### src/rtl/pong_ball_if.sv
// Ball engine bus: speed/serve controls and paddle positions in,
// ball position, round reset and scores out.
interface pong_ball_if;
    logic       s;
    logic       start;
    logic [9:0] pad0_x;
    logic [9:0] pad0_y;
    logic [9:0] pad1_x;
    logic [9:0] pad1_y;
    logic [9:0] ball_x;
    logic [9:0] ball_y;
    logic       guiwei;
    logic [3:0] score0;
    logic [3:0] score1;
    logic       game_over;

    modport master (
        input  s, start, pad0_x, pad0_y, pad1_x, pad1_y,
        output ball_x, ball_y, guiwei, score0, score1, game_over
    );

    modport slave (
        output s, start, pad0_x, pad0_y, pad1_x, pad1_y,
        input  ball_x, ball_y, guiwei, score0, score1, game_over
    );
endinterface

### src/rtl/pong_ball.sv
// Pong ball engine: motion, wall/paddle bounces, misses, scoring and
// serve / round-end / game-over sequencing.
module pong_ball #(
    parameter int H_DISP     = 640,
    parameter int V_DISP     = 480,
    parameter int SLDE_W     = 10,
    parameter int BALL_W     = 10,
    parameter int PAD_W      = 10,
    parameter int PAD_L      = 80,
    parameter int X0         = 316,
    parameter int Y0         = 236,
    parameter int SPEED_FAST = 80000,
    parameter int SPEED_SLOW = 190000,
    parameter int HOLD_TICKS = 60,
    parameter int WIN_SCORE  = 9
) (
    input logic         vga_clk,
    input logic         sys_rst_n,
    pong_ball_if.master bus
);
    localparam int SPD_MAX = (SPEED_SLOW > SPEED_FAST) ? SPEED_SLOW
                                                       : SPEED_FAST;
    localparam int CW = $clog2(SPD_MAX) + 1;
    localparam int HW = $clog2(HOLD_TICKS + 1);

    localparam logic [10:0] TOP_Y   = 11'(SLDE_W);
    localparam logic [10:0] BOT_Y   = 11'(V_DISP - SLDE_W - BALL_W);
    localparam logic [10:0] LEFT_X  = 11'(SLDE_W);
    localparam logic [10:0] RIGHT_X = 11'(H_DISP - SLDE_W - BALL_W);

    typedef enum logic [1:0] {SERVE, PLAY, SCORED, OVER} state_t;

    state_t        state;
    logic [CW-1:0] cnt;
    logic [CW-1:0] speed_m1;
    logic          tick;
    logic [HW-1:0] hold;
    logic          start_d;
    logic          start_re;
    logic [9:0]    x_q;
    logic [9:0]    y_q;
    logic          dx;
    logic          dy;
    logic          guiwei_q;
    logic          over_q;
    logic [3:0]    sc0;
    logic [3:0]    sc1;

    logic [10:0] bx, by, p0x, p0y, p1x, p1y;
    logic        ov0, ov1, hit0, hit1;
    logic        miss0, miss1, at_top, at_bot;

    assign speed_m1 = bus.s ? CW'(SPEED_FAST - 1) : CW'(SPEED_SLOW - 1);
    assign tick     = (cnt >= speed_m1);

    assign bx  = {1'b0, x_q};
    assign by  = {1'b0, y_q};
    assign p0x = {1'b0, bus.pad0_x};
    assign p0y = {1'b0, bus.pad0_y};
    assign p1x = {1'b0, bus.pad1_x};
    assign p1y = {1'b0, bus.pad1_y};

    // Window bounds rearranged so no term is ever subtracted below zero.
    assign ov0  = (by + 11'(BALL_W) > p0y) && (by < p0y + 11'(PAD_L));
    assign ov1  = (by + 11'(BALL_W) > p1y) && (by < p1y + 11'(PAD_L));
    assign hit0 = (bx + 11'd1 >= p0x + 11'(PAD_W))
               && (bx <= p0x + 11'(PAD_W + 1)) && ov0;
    assign hit1 = (bx + 11'(BALL_W + 1) >= p1x)
               && (bx + 11'(BALL_W) <= p1x + 11'd1) && ov1;

    assign miss0  = (bx <= LEFT_X);
    assign miss1  = (bx >= RIGHT_X);
    assign at_top = (by <= TOP_Y);
    assign at_bot = (by >= BOT_Y);

    assign bus.ball_x    = x_q;
    assign bus.ball_y    = y_q;
    assign bus.guiwei    = guiwei_q;
    assign bus.score0    = sc0;
    assign bus.score1    = sc1;
    assign bus.game_over = over_q;

    always_ff @(posedge vga_clk or negedge sys_rst_n) begin
        if (!sys_rst_n) begin
            state    <= SERVE;
            cnt      <= '0;
            hold     <= '0;
            start_d  <= 1'b0;
            start_re <= 1'b0;
            x_q      <= 10'(X0);
            y_q      <= 10'(Y0);
            dx       <= 1'b1;
            dy       <= 1'b1;
            guiwei_q <= 1'b0;
            over_q   <= 1'b0;
            sc0      <= '0;
            sc1      <= '0;
        end else begin
            cnt      <= tick ? '0 : cnt + 1'b1;
            start_d  <= bus.start;
            start_re <= bus.start & ~start_d;
            unique case (state)
                SERVE: begin
                    x_q      <= 10'(X0);
                    y_q      <= 10'(Y0);
                    guiwei_q <= 1'b0;
                    if (start_re) state <= PLAY;
                end
                PLAY: if (tick) begin
                    if (!dy && at_top)     dy  <= 1'b1;
                    else if (dy && at_bot) dy  <= 1'b0;
                    else if (dy)           y_q <= y_q + 10'd2;
                    else                   y_q <= y_q - 10'd2;
                    // The later assignments on a miss override the move.
                    if (!dx) begin
                        if (hit0) dx <= 1'b1;
                        else if (miss0) begin
                            sc1      <= sc1 + 4'd1;
                            x_q      <= 10'(X0);
                            y_q      <= 10'(Y0);
                            dx       <= 1'b1;
                            dy       <= ~dy;
                            guiwei_q <= 1'b1;
                            hold     <= '0;
                            state    <= SCORED;
                        end else x_q <= x_q - 10'd2;
                    end else begin
                        if (hit1) dx <= 1'b0;
                        else if (miss1) begin
                            sc0      <= sc0 + 4'd1;
                            x_q      <= 10'(X0);
                            y_q      <= 10'(Y0);
                            dx       <= 1'b0;
                            dy       <= ~dy;
                            guiwei_q <= 1'b1;
                            hold     <= '0;
                            state    <= SCORED;
                        end else x_q <= x_q + 10'd2;
                    end
                end
                SCORED: if (tick) begin
                    if (hold == HW'(HOLD_TICKS - 1)) begin
                        hold <= '0;
                        if (sc0 == 4'(WIN_SCORE) || sc1 == 4'(WIN_SCORE)) begin
                            over_q <= 1'b1;
                            state  <= OVER;
                        end else begin
                            guiwei_q <= 1'b0;
                            state    <= SERVE;
                        end
                    end else hold <= hold + 1'b1;
                end
                OVER: if (start_re) begin
                    sc0      <= '0;
                    sc1      <= '0;
                    dx       <= 1'b1;
                    dy       <= 1'b1;
                    guiwei_q <= 1'b0;
                    over_q   <= 1'b0;
                    state    <= SERVE;
                end
            endcase
        end
    end
endmodule
### src/flat_wrapper.sv
// flat-port wrapper written by rule: the top's interface ports become plain ports
module pong_ball_flat 
#(
    parameter int H_DISP     = 640,
    parameter int V_DISP     = 480,
    parameter int SLDE_W     = 10,
    parameter int BALL_W     = 10,
    parameter int PAD_W      = 10,
    parameter int PAD_L      = 80,
    parameter int X0         = 316,
    parameter int Y0         = 236,
    parameter int SPEED_FAST = 80000,
    parameter int SPEED_SLOW = 190000,
    parameter int HOLD_TICKS = 60,
    parameter int WIN_SCORE  = 9
)
  (vga_clk, sys_rst_n, bus_s, bus_start, bus_pad0_x, bus_pad0_y, bus_pad1_x, bus_pad1_y, bus_ball_x, bus_ball_y, bus_guiwei, bus_score0, bus_score1, bus_game_over);
  pong_ball_if bus_i ();
  input logic vga_clk;
  input logic sys_rst_n;
  input wire logic [$bits(bus_i.s)-1:0] bus_s;
  input wire logic [$bits(bus_i.start)-1:0] bus_start;
  input wire logic [$bits(bus_i.pad0_x)-1:0] bus_pad0_x;
  input wire logic [$bits(bus_i.pad0_y)-1:0] bus_pad0_y;
  input wire logic [$bits(bus_i.pad1_x)-1:0] bus_pad1_x;
  input wire logic [$bits(bus_i.pad1_y)-1:0] bus_pad1_y;
  output wire logic [$bits(bus_i.ball_x)-1:0] bus_ball_x;
  output wire logic [$bits(bus_i.ball_y)-1:0] bus_ball_y;
  output wire logic [$bits(bus_i.guiwei)-1:0] bus_guiwei;
  output wire logic [$bits(bus_i.score0)-1:0] bus_score0;
  output wire logic [$bits(bus_i.score1)-1:0] bus_score1;
  output wire logic [$bits(bus_i.game_over)-1:0] bus_game_over;
  assign bus_i.s = bus_s;
  assign bus_i.start = bus_start;
  assign bus_i.pad0_x = bus_pad0_x;
  assign bus_i.pad0_y = bus_pad0_y;
  assign bus_i.pad1_x = bus_pad1_x;
  assign bus_i.pad1_y = bus_pad1_y;
  assign bus_ball_x = bus_i.ball_x;
  assign bus_ball_y = bus_i.ball_y;
  assign bus_guiwei = bus_i.guiwei;
  assign bus_score0 = bus_i.score0;
  assign bus_score1 = bus_i.score1;
  assign bus_game_over = bus_i.game_over;
  pong_ball #(.H_DISP(H_DISP), .V_DISP(V_DISP), .SLDE_W(SLDE_W), .BALL_W(BALL_W), .PAD_W(PAD_W), .PAD_L(PAD_L), .X0(X0), .Y0(Y0), .SPEED_FAST(SPEED_FAST), .SPEED_SLOW(SPEED_SLOW), .HOLD_TICKS(HOLD_TICKS), .WIN_SCORE(WIN_SCORE)) u_core (.vga_clk(vga_clk), .sys_rst_n(sys_rst_n), .bus(bus_i));
endmodule
### config.mk
export PLATFORM = sky130hd
export DESIGN_NAME = pong_ball_flat
export DESIGN_NICKNAME = d
export VERILOG_FILES = /design/src/rtl/pong_ball_if.sv /design/src/rtl/pong_ball.sv /design/src/flat_wrapper.sv
export SDC_FILE = /design/constraint.sdc
export NUM_CORES = 1
export LEC_CHECK = 0
export ABC_AREA = 0
export CORE_AREA = 2 2 148 179
export CTS_CLUSTER_DIAMETER = 200
export DETAILED_ROUTE_END_ITERATION = 10
export DIE_AREA = 0 0 150 181
export PLACE_DENSITY = 0.53
export SLEW_MARGIN = 20
export SYNTH_ARGS = -nofsm -noshare
export SYNTH_HDL_FRONTEND = slang
export SYNTH_SLANG_ARGS = --single-unit
### constraint.sdc
create_clock -name vga_clk -period 5 [get_ports vga_clk]
set_clock_uncertainty 0.15 [all_clocks]
set_input_delay 0.5 -clock vga_clk [delete_from_list [all_inputs] [get_ports vga_clk]]
set_output_delay 0.5 -clock vga_clk [all_outputs]
set_load 0.005 [all_outputs]
==> results of run 1 <==
-- sequential cells by signal (all words and copies together) (netlist names) --
register and cells:
u_core.hold 6, u_core.bus.score0 4, u_core.start_d 1, u_core.bus.ball_x 9, u_core.bus.ball_y 9, u_core.dx 1, u_core.cnt 19, u_core.bus.game_over 1
u_core.state 2, u_core.start_re 1, u_core.bus.guiwei 1, u_core.bus.score1 4, u_core.dy 1
-- worst max-delay path: stages --
cell             delay [ps]
clkdlybuf4s50_1         560
inv_1                    90
ha_1                    200
and2_1                  160
o31ai_1                 310
or2_2                   180
xor2_1                  150
ha_1                    270
inv_1                    90
o22ai_2                  90
a2111oi_2               340
a2111o_1                210
nand3_4                 130
o22ai_4                 430
or2_1                   370
mux2_4                  330
-- layout make-up --
cell class | count | area, µm² | share of cell area (%)
Clock inverter | 5 | 100 | 1.23
Sequential cell | 59 | 1490 | 18.4
Clock buffer | 11 | 243 | 2.99
Inverter | 57 | 214 | 2.64
Tap cell | 330 | 413 | 5.09
Multi-Input combinational cell | 636 | 4890 | 60.3
Timing Repair Buffer | 78 | 758 | 9.35
-- power groups by stage --
stage	Combinational, mW	Clock, mW	Sequential (mW)
3_5_place_dp	0.190	0	0.488
3_3_place_gp	0.188	0	0.488
2_1_floorplan	0.110	0	0.487
4_1_cts	0.191	0.734	0.480
5_1_grt	0.215	0.762	0.479
6_report	0.189	0.725	0.480
-- routing by layer --
metal  global-route usage, %  wire (µm)
met1                    16.2       7860
met2                    24.8       9090
met3                    1.62        527
met4                    3.89        326
met5                       0          0
-- worst max-delay path by stage --
| stage | cells after the start | to | slack (ps) |
|---|---|---|---|
| 2_1_floorplan | 13 | u_core.bus.guiwei | 1330 |
| 3_3_place_gp | 16 | u_core.bus.ball_x[1] | 410 |
| 3_5_place_dp | 16 | u_core.bus.ball_x[1] | 360 |
| 4_1_cts | 16 | u_core.bus.ball_x[1] | 690 |
| 5_1_grt | 12 | u_core.bus.ball_x[1] | 340 |
| 6_report | 16 | u_core.bus.ball_x[1] | 670 |
-- cell usage after synthesis (all sizes together) (12+ instances only) --
library cell | count | area, µm²
a21o | 23 | 180
a21oi | 38 | 216
and3 | 15 | 93.8
buf | 15 | 104
clkbuf | 15 | 56.3
dfrtp | 47 | 1180
dfstp | 12 | 315
ha | 113 | 1410
inv | 57 | 214
nand2 | 41 | 154
nand3 | 41 | 228
nand4 | 20 | 146
nor2 | 65 | 246
nor3 | 15 | 75.1
o21ai | 33 | 169
o31ai | 14 | 105
xnor2 | 41 | 359
xor2 | 29 | 254
-- kinds of logic (layout without fill, tap and decap cells) --
family,Yosys count,in the layout
DFF,59,59
adders and majority gates,114,114
muxes,9,9
xor gates and xnor gates,70,70
other,1,3
and+or+nand+nor,246,246
buffers and inverters,87,151
AOI/OAI and AO/OA,194,194
-- cell usage in the layout (no fill, tap or decap), types with 7 or more instances in the layout --
cell type        instances
xnor2_1                 41
nand2_1                 41
xor2_1                  29
a211oi_1                 8
clkbuf_16                9
a21oi_1                 35
nand3_1                 38
clkdlybuf4s50_1         70
dfrtp_1                 47
inv_1                   57
nor3_1                  15
buf_4                    7
dfstp_2                 12
a21o_1                  22
ha_1                   113
a31oi_1                  8
o22a_1                   8
o31ai_1                 14
and3_1                  15
nor2_1                  64
nand4_1                 18
o211ai_1                 8
o21ai_0                 32
==> impl_metrics.yaml, run 1 <==
timing:
  rsz0062_at_grt: "no"
  post_layout_min_period_ps: 4330
  final.hold.worst_slack_ps: 190
  maxSlewViolCount: 0
  fmaxAchievable_mhz: 231
  max_slew_margin_pct: 45.0
  layout_worst_path_cycle_share_pct: 86.7
  finalSetupViolations: 0
  setup_total_negative_slack_ps: 0
  fin_ws_ps: 666
  tightestPinTransition_ps: 825
  finalHoldViolations: 0
setup_path:
  setup.worst_path.start_class: "input port"
  worstReg2RegEnd: "u_core.bus.ball_x[1]"
  register_to_register_setup_slack_ps: 760
  cp.required_ps: 5070
  worst_r2r_startpoint: "u_core.bus.ball_y[1]"
  reg2regPathDepth: 12
  critPathLaunch: "bus_pad0_x[1]"
  critical_path_class: "in2reg"
  critPathCaptureType: "register"
  crit_path_max_fanout: 17
  cp_data_arrival_time_ps: 4400
power:
  clock_power_share_pct: 52.0
  pwr-share-seq_pct: 34.4
  power-per-cell-area_mw_per_mm2: 172
  internal_power_mw: 1.07
  vdd.ir_drop.worst_v: 0.000153
  pwr-share-comb_pct: 13.5
  power.switching_fraction_pct: 23.5
  total_leakage_power_nw: 3.70
  post-layout-total-power_mw: 1.39
  p_switching_uw: 327
floorplanning:
  std_cell_rows: 64
  fp.dieArea_mm2: 0.0272
  starting_density_pct: 26.7
  die_h_um: 181
  ios: 74
  coreArea_mm2: 0.0253
  die_w_um: 150
global_routing:
  antenna_found_initial: 0
  grt_max_degree: 60
  track_usage_pct: 13.5
  gr-total-overflow: 0
  first_global_vias: 6076
  grt_pass1_wl_um: 30000
synth:
  ys_ff_latch: 59
  ys_async_sr_fraction_pct: 100
  synth_mux_area_share_pct: 1.52
  synth-simple-area-share_pct: 19.8
  synthDistinctLibCells: 87
  synthesis.area_per_instance_um2: 8.66
  synth_enable_flop_cells: 0
  largest_family_of_logic_cells_by_synthesized_area: "adder cells"
  synthXorXnorAreaFrac_pct: 9.08
  post_synth_design_cell_area_mm2: 0.00675
  synth-compound-area-share_pct: 20.7
  synth_ff_type: "dfrtp_1"
  adder_cell_fraction_of_synth_area_pct: 21.2
  synth.yosys.warnings: 0
  syn-instance-count: 780
  yosysSeqAreaShare_pct: 22.1
run_status:
  outcome: "finished clean"
placement:
  place_area_mm2: 0.00777
  portBuffers: 71
  place.gp.congestion: 0.857
  placement.setup.worst_slack_ps: 362
  place.detailed.instances: 1160
  hpwl_um: 13800
cells_and_area:
  layout-area-overhead-vs-synth_pct: 20.2
  final_design_area_no_fill_mm2: 0.00811
  drive_above_1_share_pct: 7.33
  fin_util_pct: 32.1
  fin_cells: 1176
  layout.filler_cells: 2678
  antenna-diode-count: 0
  layout.nets: 999
clock_network:
  htree_num_levels: 3
  hold_buffers_post_cts: 0
  count_of_buffers_added_by_post_cts_timing_repair_for_setup: 0
  cts-root-to-sink-buffers: 2
  post_cts_resize_count: 0
  library_cell_used_as_clock_root_buffer: "clkbuf_16"
  cts_inserted_buffers: 9
  clk_transition_reported_paths_ps: 60
  clk-insertion-delay-late_ps: 340
  cts_tree: "built"
  cts_num_sinks: 59
detailed_routing:
  total_via_count_in_the_routed_design: 5937
  drt_first_pass_iters: 5
  final_antenna_net_count: 0
  wl_um: 17800
  drc: 0
  wire_per_inst_um: 15.1
  drt-vias-per-instance: 5.05
  drt-initial-drc-count: 372
worst_hold_path:
  timing.hold.worst.class: "in2async"
flow_run:
  timing.max_cap.violations: 0
No activity file was read; power rests on OpenSTA's default activity.
==> run 2, diff against run 1 <==
--- a/config.mk
+++ b/config.mk
@@ -5,7 +5,6 @@
 export SDC_FILE = /design/constraint.sdc
 export NUM_CORES = 1
 export LEC_CHECK = 0
-export ABC_AREA = 0
 export CORE_AREA = 2 2 148 179
 export CTS_CLUSTER_DIAMETER = 200
 export DETAILED_ROUTE_END_ITERATION = 10
==> results of run 2 <==
Same layout as run 1: the final DEF is identical, and so are final timing and power.
==> run 3, diff against run 2 <==
--- a/config.mk
+++ b/config.mk
@@ -5,11 +5,13 @@
 export SDC_FILE = /design/constraint.sdc
 export NUM_CORES = 1
 export LEC_CHECK = 0
+export CELL_PAD_IN_SITES_DETAIL_PLACEMENT = 1
+export CELL_PAD_IN_SITES_GLOBAL_PLACEMENT = 1
 export CORE_AREA = 2 2 148 179
 export CTS_CLUSTER_DIAMETER = 200
 export DETAILED_ROUTE_END_ITERATION = 10
 export DIE_AREA = 0 0 150 181
-export PLACE_DENSITY = 0.53
+export PLACE_DENSITY = 0.63
 export SLEW_MARGIN = 20
 export SYNTH_ARGS = -nofsm -noshare
 export SYNTH_HDL_FRONTEND = slang
==> impl_metrics.yaml, run 3 (synthesis results as in run 1) <==
run_status:
  outcome: "finished clean"
detailed_routing:
  drt-initial-drc-count: 226
  total_via_count_in_the_routed_design: 6032
  drt-vias-per-instance: 5.12
  final_antenna_net_count: 0
  drt_first_pass_iters: 4
  drc: 0
  wl_um: 19300
  wire_per_inst_um: 16.4
setup_path:
  cp_data_arrival_time_ps: 4330
  critPathCaptureType: "register"
  worstReg2RegEnd: "u_core.bus.ball_x[5]"
  register_to_register_setup_slack_ps: 780
  reg2regPathDepth: 14
  cp.required_ps: 5070
  critical_path_class: "in2reg"
  worst_r2r_startpoint: "u_core.bus.ball_x[2]"
  crit_path_max_fanout: 17
  setup.worst_path.start_class: "input port"
power:
  total_leakage_power_nw: 3.71
  pwr-share-comb_pct: 13.7
  internal_power_mw: 1.07
  power-per-cell-area_mw_per_mm2: 172
  pwr-share-seq_pct: 34.4
  p_switching_uw: 329
  clock_power_share_pct: 51.9
  power.switching_fraction_pct: 23.6
  vdd.ir_drop.worst_v: 0.000161
cells_and_area:
  largest-register: "u_core.cnt"
  largest_register_ff_count: 19
  layout.nets: 1001
  fin_util_pct: 32.1
  drive_above_1_share_pct: 7.55
  antenna-diode-count: 0
  layout-area-overhead-vs-synth_pct: 20.4
  mostFrequentLayoutCells: "113 x ha_1, 70 x clkdlybuf4s50_1, 64 x nor2_1"
  final_design_area_no_fill_mm2: 0.00813
  mostFrequentLayoutCell: "ha_1"
clock_network:
  hold_buffers_post_cts: 0
  cts_tree: "built"
  post_cts_resize_count: 0
  count_of_buffers_added_by_post_cts_timing_repair_for_setup: 0
  library_cell_used_as_clock_root_buffer: "clkbuf_16"
  clk-insertion-delay-late_ps: 340
  cts-root-to-sink-buffers: 2
  cts_inserted_buffers: 9
  cts_num_sinks: 59
  clk_transition_reported_paths_ps: 50
  htree_num_levels: 3
floorplanning:
  ios: 74
  die_w_um: 150
  fp.dieArea_mm2: 0.0272
  die_h_um: 181
  starting_density_pct: 26.7
  coreArea_mm2: 0.0253
  std_cell_rows: 64
global_routing:
  gr-total-overflow: 0
  grt_max_degree: 60
  antenna_found_initial: 0
  track_usage_pct: 14.8
  grt_pass1_wl_um: 32800
  first_global_vias: 6410
timing:
  fmaxAchievable_mhz: 235
  setup_total_negative_slack_ps: 0
  maxSlewViolCount: 0
  post_layout_min_period_ps: 4260
  layout_worst_path_cycle_share_pct: 85.2
  rsz0062_at_grt: "no"
  max_slew_margin_pct: 47.2
  tightestPinTransition_ps: 793
  finalHoldViolations: 0
  finalSetupViolations: 0
placement:
  place_area_mm2: 0.00778
  place.gp.congestion: 0.836
  portBuffers: 71
  hpwl_um: 15200
worst_hold_path:
  timing.hold.worst.class: "in2async"
flow_run:
  timing.max_cap.violations: 0
run 3: cell types whose count changed in the layout (fill, tap and decap cells not counted):
cell	delta
buf_4	+2
run 3: how the worst max path moves through the flow:
stage / startpoint / end
global route: u_core.bus.ball_y[1] / u_core.hold[0]
finish: bus_pad0_x[1] / u_core.hold[0]
detailed placement: bus_pad0_x[1] / u_core.hold[0]
global placement: bus_pad0_x[1] / u_core.hold[0]
CTS: bus_pad0_x[1] / u_core.hold[0]
floorplan: u_core.bus.ball_x[4] / u_core.bus.guiwei
run 3: worst max-delay path, cell delays in order:
cell and delay (ps):
clkdlybuf4s50_1 560, inv_1 90, ha_1 190, and2_1 160, o31ai_1 300, or2_2 180, xor2_1 150, ha_1 270
inv_1 80, o22ai_2 80, a2111oi_2 330, a2111o_1 230, nand3_4 130, o22ai_4 450, nand4b_4 280, mux2_1 330
run 3: power groups by stage:
stage	clock network (mW)	registers [mW]	logic [mW]
after CTS	0.738	0.480	0.195
after detailed placement	0	0.488	0.194
after global placement	0	0.488	0.190
after global routing	0.759	0.479	0.221
final	0.725	0.480	0.192
after floorplan	0	0.487	0.110
run 3: cell type report:
class / count / area (µm²)
flip-flops and latches: 59 / 1490
multi-input cells: 636 / 4890
well taps: 330 / 413
clock buffers: 11 / 243
clock inverters: 5 / 100
fillers: 3021 / 17200
inverters: 57 / 214
repair buffers: 80 / 773
run 3: metal layers:
layer	track usage, %	vias up	share of wire [%]
met2	27.5	68	53
met1	18.0	2966	44
li1	-	2979	-
met5	0	-	0
met3	1.54	19	1.7
met4	3.96	0	1.6
run 3: per-stage QoR:
step	instances	power (mW)	hold WS [ps]	setup slack, ps
finish	1178	1.40	177	738
global route	1178	1.46	249	473
CTS	1178	1.41	220	725
detailed placement	1162	0.682	238	397
global placement	1162	0.678	231	433
floorplan	782	0.597	54.4	1330
